### src/rtl/fft_butterfly_pkg.sv
// Shared constants and helpers for the radix-2 FFT butterfly.
// The twiddle format is Q2.(DW-2), so 1.0 is 2^(DW-2).
package fft_butterfly_pkg;
    localparam int DEF_DATA_WIDTH = 16;
    localparam int DEF_CMD_WIDTH  = 3;
    localparam int TW_FRAC        = DEF_DATA_WIDTH - 2;

    // Clamp a wide signed value to the range of a dw-bit two's complement number.
    function automatic logic signed [63:0] saturate(input logic signed [63:0] x, input int dw);
        logic signed [63:0] hi;
        logic signed [63:0] lo;
        hi = (64'sd1 <<< (dw - 1)) - 64'sd1;
        lo = -(64'sd1 <<< (dw - 1));
        if (x > hi)
            return hi;
        else if (x < lo)
            return lo;
        else
            return x;
    endfunction
endpackage

### src/rtl/fft_butterfly_cmul.sv
// Registered complex multiply b*w followed by the twiddle-format shift; one cycle of latency.
// The outputs carry DW+3 bits, enough for |b*w| up to 2^(DW+1) without wrap.
module cmul_q14
    import fft_butterfly_pkg::*;
#(
    parameter int DATA_WIDTH = DEF_DATA_WIDTH,
    parameter int TW_FRAC    = DEF_DATA_WIDTH - 2
) (
    input  logic                          clk,
    input  logic                          rst,
    input  logic [2*DATA_WIDTH-1:0]       i_b,
    input  logic [2*DATA_WIDTH-1:0]       i_w,
    output logic signed [DATA_WIDTH+2:0]  o_bw_re,
    output logic signed [DATA_WIDTH+2:0]  o_bw_im
);
    localparam int PW = 2 * DATA_WIDTH;
    localparam int FW = 2 * DATA_WIDTH + 1;

    logic signed [DATA_WIDTH-1:0] w_br, w_bi, w_wr, w_wi;
    logic signed [PW-1:0]         r_p_rr, r_p_ii, r_p_ri, r_p_ir;
    logic signed [FW-1:0]         w_re_full, w_im_full;

    assign w_br = $signed(i_b[PW-1:DATA_WIDTH]);
    assign w_bi = $signed(i_b[DATA_WIDTH-1:0]);
    assign w_wr = $signed(i_w[PW-1:DATA_WIDTH]);
    assign w_wi = $signed(i_w[DATA_WIDTH-1:0]);

    // Full-width products; even (-2^(DW-1))^2 fits in 2*DW signed bits.
    always_ff @(posedge clk) begin
        if (rst) begin
            r_p_rr <= '0;
            r_p_ii <= '0;
            r_p_ri <= '0;
            r_p_ir <= '0;
        end else begin
            r_p_rr <= PW'(w_br) * PW'(w_wr);
            r_p_ii <= PW'(w_bi) * PW'(w_wi);
            r_p_ri <= PW'(w_br) * PW'(w_wi);
            r_p_ir <= PW'(w_bi) * PW'(w_wr);
        end
    end

    assign w_re_full = FW'(r_p_rr) - FW'(r_p_ii);
    assign w_im_full = FW'(r_p_ri) + FW'(r_p_ir);

    assign o_bw_re = (DATA_WIDTH + 3)'(w_re_full >>> TW_FRAC);
    assign o_bw_im = (DATA_WIDTH + 3)'(w_im_full >>> TW_FRAC);
endmodule

### src/rtl/fft_butterfly.sv
// Radix-2 DIT butterfly: out_a = (a + b*w)/2, out_b = (a - b*w)/2, two-cycle pipeline.
// The command tag rides the same two register stages as the data.
module fft_butterfly
    import fft_butterfly_pkg::*;
#(
    parameter int DATA_WIDTH = DEF_DATA_WIDTH,
    parameter int CMD_WIDTH  = DEF_CMD_WIDTH
) (
    input  logic                    clk,
    input  logic                    rst,
    input  logic [2*DATA_WIDTH-1:0] in_a,
    input  logic [2*DATA_WIDTH-1:0] in_b,
    input  logic [2*DATA_WIDTH-1:0] w,
    input  logic [CMD_WIDTH-1:0]    m_in,
    output logic [2*DATA_WIDTH-1:0] out_a,
    output logic [2*DATA_WIDTH-1:0] out_b,
    output logic [CMD_WIDTH-1:0]    m_out
);
    localparam int SUM_W = DATA_WIDTH + 4;

    logic [2*DATA_WIDTH-1:0]      r_a1;
    logic [CMD_WIDTH-1:0]         r_m1;
    logic [2*DATA_WIDTH-1:0]      r_out_a, r_out_b;
    logic [CMD_WIDTH-1:0]         r_m2;
    logic signed [DATA_WIDTH+2:0] w_bw_re, w_bw_im;
    logic signed [DATA_WIDTH-1:0] w_a_re, w_a_im;
    logic signed [SUM_W-1:0]      w_sum_ar, w_sum_ai, w_sum_br, w_sum_bi;
    logic signed [DATA_WIDTH-1:0] w_sat_ar, w_sat_ai, w_sat_br, w_sat_bi;

    cmul_q14 #(
        .DATA_WIDTH (DATA_WIDTH),
        .TW_FRAC    (DATA_WIDTH - 2)
    ) u_cmul (
        .clk     (clk),
        .rst     (rst),
        .i_b     (in_b),
        .i_w     (w),
        .o_bw_re (w_bw_re),
        .o_bw_im (w_bw_im)
    );

    assign w_a_re = $signed(r_a1[2*DATA_WIDTH-1:DATA_WIDTH]);
    assign w_a_im = $signed(r_a1[DATA_WIDTH-1:0]);

    // Halving by arithmetic shift floors toward -inf, matching the bw shift.
    assign w_sum_ar = (SUM_W'(w_a_re) + SUM_W'(w_bw_re)) >>> 1;
    assign w_sum_ai = (SUM_W'(w_a_im) + SUM_W'(w_bw_im)) >>> 1;
    assign w_sum_br = (SUM_W'(w_a_re) - SUM_W'(w_bw_re)) >>> 1;
    assign w_sum_bi = (SUM_W'(w_a_im) - SUM_W'(w_bw_im)) >>> 1;

    assign w_sat_ar = DATA_WIDTH'(saturate(64'(w_sum_ar), DATA_WIDTH));
    assign w_sat_ai = DATA_WIDTH'(saturate(64'(w_sum_ai), DATA_WIDTH));
    assign w_sat_br = DATA_WIDTH'(saturate(64'(w_sum_br), DATA_WIDTH));
    assign w_sat_bi = DATA_WIDTH'(saturate(64'(w_sum_bi), DATA_WIDTH));

    always_ff @(posedge clk) begin
        if (rst) begin
            r_a1    <= '0;
            r_m1    <= '0;
            r_out_a <= '0;
            r_out_b <= '0;
            r_m2    <= '0;
        end else begin
            r_a1    <= in_a;
            r_m1    <= m_in;
            r_out_a <= {w_sat_ar, w_sat_ai};
            r_out_b <= {w_sat_br, w_sat_bi};
            r_m2    <= r_m1;
        end
    end

    assign out_a = r_out_a;
    assign out_b = r_out_b;
    assign m_out = r_m2;
endmodule

### config.mk
export PLATFORM = sky130hd
export DESIGN_NAME = fft_butterfly
export DESIGN_NICKNAME = d
export VERILOG_FILES = /design/src/rtl/fft_butterfly_pkg.sv /design/src/rtl/fft_butterfly_cmul.sv /design/src/rtl/fft_butterfly.sv
export SDC_FILE = /design/constraint.sdc
export NUM_CORES = 2
export LEC_CHECK = 0
export ABC_AREA = 1
export ABC_CLOCK_PERIOD_IN_PS = 6330
export CAP_MARGIN = 40
export CORE_MARGIN = 1.5
export CORE_UTILIZATION = 33
export CTS_CLUSTER_DIAMETER = 100
export CTS_CLUSTER_SIZE = 24
export DETAILED_ROUTE_END_ITERATION = 10
export GPL_TIMING_DRIVEN = 1
export PLACE_DENSITY = 0.56
export RECOVER_POWER = 50
export SKIP_LAST_GASP = 1
export SLEW_MARGIN = 15
export SYNTH_ARGS = -nofsm -noshare
export SYNTH_HDL_FRONTEND = slang
export SYNTH_SLANG_ARGS = --single-unit
### constraint.sdc
create_clock -name clk -period 6.33 [get_ports clk]
set_clock_uncertainty 0.05 [all_clocks]
set_input_delay 0.633 -clock clk [delete_from_list [all_inputs] [get_ports clk]]
set_output_delay 0.633 -clock clk [all_outputs]
set_load 0.05 [all_outputs]
==> results.toml <==
[clock_tree]
clk_latency_ns = 0.58
cts-hold-fix-buffers = 0
cts_sinks = 230
cts_tree = "done"
ctsRootBufferMaster = "clkbuf_16"
clkTransAtPathRegs_ns = 0.09
cts_made_buffers = 19
clk_path_buf_depth = 3
htree_levels = 1

[die]
rows = 148
initial_core_util_pct = 33.17
die_h_um = 407.3
dieArea_mm2 = 0.1659
coreArea_mm2 = 0.1626
io_pins = 168
die_w_um = 407.3

[setup_path]
setup.worst_path.end = "u_cmul.r_p_ii[26]$_SDFF_PP0_"
rrSetupSlack_ns = 0.61
arrival_ns = 6.57
worstPathMaxFanout = 9
r2r-start = "u_cmul.r_p_ir[12]$_SDFF_PP0_"
r2r-end = "out_a[1]$_SDFF_PP0_"
path_class = "primary input to register"
crit_buf_inv = 10
crit_cells = 26
slowest_delay_ns = 0.54
endpoint_kind = "register"
cpMaxStageDelayCell = "fa_1"
crit_family = "adder cells"
cp_common_cell = "fa_1"
reg2reg_depth = 27
startpoint_type = "primary input"
critical_path_required_ns = 6.76
critPathLaunch = "w[10]"

[final_layout]
final_cell_mix = "1969 x inv_1, 1544 x nand2_1, 1044 x fa_1"
nets = 9255
syn_to_final_growth_pct = 21.37
drive_gt1_share_pct = 12.47
final_util_pct = 40.26
final_common_cell = "inv_1"
diodes = 0

[run]
cap_violations = 1

[placement]
dp_slack_ns = -0.6811
io_buffers = 167
gp_congestion = 0.9489
place_hpwl_mm = 146.3

[status]
status = "complete, but fails checks"
violations = "capacitance limit, slew limit"

[sta]
drv_slew = 49
max_freq_mhz = 163.0
hold_viol_final = 0
setup_ws_ns = 0.1956
worst_pin_slew_ns = 2.350
period_minus_slack_ns = 6.134
whs_ns = 0.3128
setup_violations = 0
relSlewSlack_pct = -56.67
fin_tns_setup_ns = 0
period_share_pct = 96.91
rsz0062_at_grt = "true"

[logic_synthesis]
synth-seq-area-share_pct = 8.537
synth_ff_type = "dfxtp_1"
synth_seq_cells = 230
synth_warnings = 0
synth_fp_nets = 8576
synth-edff-count = 0
yosysUniqueCellTypes = 59
synthCells = 6949
syn_avg_cell_area_um2 = 7.761
synth-async-reset-ratio_pct = 0
syn_area_mm2 = 0.05393

[routing]
drt-vias-per-instance = 4.652
drt_iter0_drc = 2912
vias = 45647
drc_errors = 0
wire_per_inst_um = 17.64
drtPass1Iterations = 8
finalWirelength_mm = 173.1
final_antenna_net_count = 0

[min_path]
hold_start = "rst"
holdCritPathClass = "primary input to register"

[global_route]
antenna_found_initial = 3
grt_pass1_wl_mm = 271.0
grt-ovfl-total = 0
grt.total_usage_pct = 20.54
grt_pass1_vias = 48370
grt_max_degree = 51
worst register-to-register path, cell delays in order, from the launching register on:
cell and delay [ns]:
dfxtp_1 0.35, ha_1 0.36, nand2_2 0.10, inv_1 0.04
nand2_1 0.05, nand2_1 0.06, a21oi_1 0.26, nand2_2 0.16
a21boi_0 0.45, nor3_1 0.09, nor2_1 0.24, o21bai_2 0.13
nand3_1 0.10, nand2_1 0.06, nand2_1 0.06, nand2_1 0.10
ha_1 0.48, nand2_1 0.22, nor2_1 0.18, nand2_1 0.11
nor2_1 0.13, nand3_1 0.15, nand2_1 0.10, nand2_1 0.06
nand2_1 0.07, nand3_2 0.05, o21ai_1 1.05, a21oi_1 0.22
sequential cells by signal (all words and copies together), names as in the netlist:
register       count
r_a1              32
u_cmul.r_p_ir     32
u_cmul.r_p_rr     32
out_b             32
out_a             32
m_out              3
u_cmul.r_p_ii     32
u_cmul.r_p_ri     32
r_m1               3
through the flow:
step / cell area, um2 / std cells
2_1_floorplan: 53930 / 6949
3_3_place_gp: 63620 / 9747
3_5_place_dp: 63670 / 9749
4_1_cts: 64330 / 9780
5_1_grt: 65460 / 9812
6_report: 65460 / 9812
cells by family (layout without fill, tap and decap cells):
kind of cell,Yosys count,after routing,share of synthesized area [%]
AND/OR/NAND/NOR,2067,2067,15.34
buffers and inverters,2223,2911,15.70
adder cells (fa/ha/maj),1526,1526,50.05
XOR/XNOR,132,132,2.171
flip-flops,230,230,8.537
AO/OA/AOI/OAI,771,771,8.199
repair_timing:
action                     4_1_cts  5_1_grt
setup buffers                    0       17
setup endpoints to repair        3       50
cloned                           1       15
resized for setup                4      172
pin swaps                        1       35
synthesized netlist by cell type, types with 14 or more instances:
cell	instances	area share, %
o21ai_1	18	0.17
nand4_1	24	0.28
nand2_1	1551	11
a21oi_2	22	0.36
xnor2_1	42	0.68
nor4_1	16	0.19
fa_1	1052	39
nor2_1	292	2.0
xor2_1	88	1.4
nand2_2	21	0.24
dfxtp_1	230	8.5
clkbuf_1	212	1.5
nand3_1	91	0.84
o21a_1	37	0.52
a21oi_1	366	3.4
buf_4	14	0.19
ha_1	474	11
inv_1	1976	14
o21bai_1	29	0.40
o21ai_0	182	1.7
nor3_1	29	0.27
a31oi_1	30	0.35
a21o_1	25	0.35
worst min-delay path by stage:
stage | cells after the start | end | slack (ns)
global route | 2 | r_a1[24]$_SDFF_PP0_ | 0.30
floorplan | 2 | m_out[0]$_SDFF_PP0_ | 0.34
detailed placement | 2 | m_out[1]$_SDFF_PP0_ | 0.35
global placement | 2 | m_out[0]$_SDFF_PP0_ | 0.34
CTS | 2 | r_a1[26]$_SDFF_PP0_ | 0.27
finish | 2 | r_a1[26]$_SDFF_PP0_ | 0.31
metal layers:
metal | track usage (%) | part of all wire [%] | vias up
li1 | - | - | 21633
met1 | 28.75 | 46 | 22577
met2 | 34.02 | 45 | 1238
met3 | 1.836 | 5.4 | 197
met4 | 5.237 | 3.5 | 2
met5 | 0 | 0.0075 | -
cell type report:
type | count | area, um2
fill | 16831 | 97130
tap | 2175 | 2721
inverter | 1982 | 7443
timing repair buffer | 899 | 8717
sequential | 230 | 4604
clock buffer | 20 | 479.2
clock inverter | 10 | 150.1
multi-input combinational | 4496 | 41340
Power is left out: the tool's default activity adds up to more than one toggle a clock period on the data nets, which glitch-free logic cannot reach.
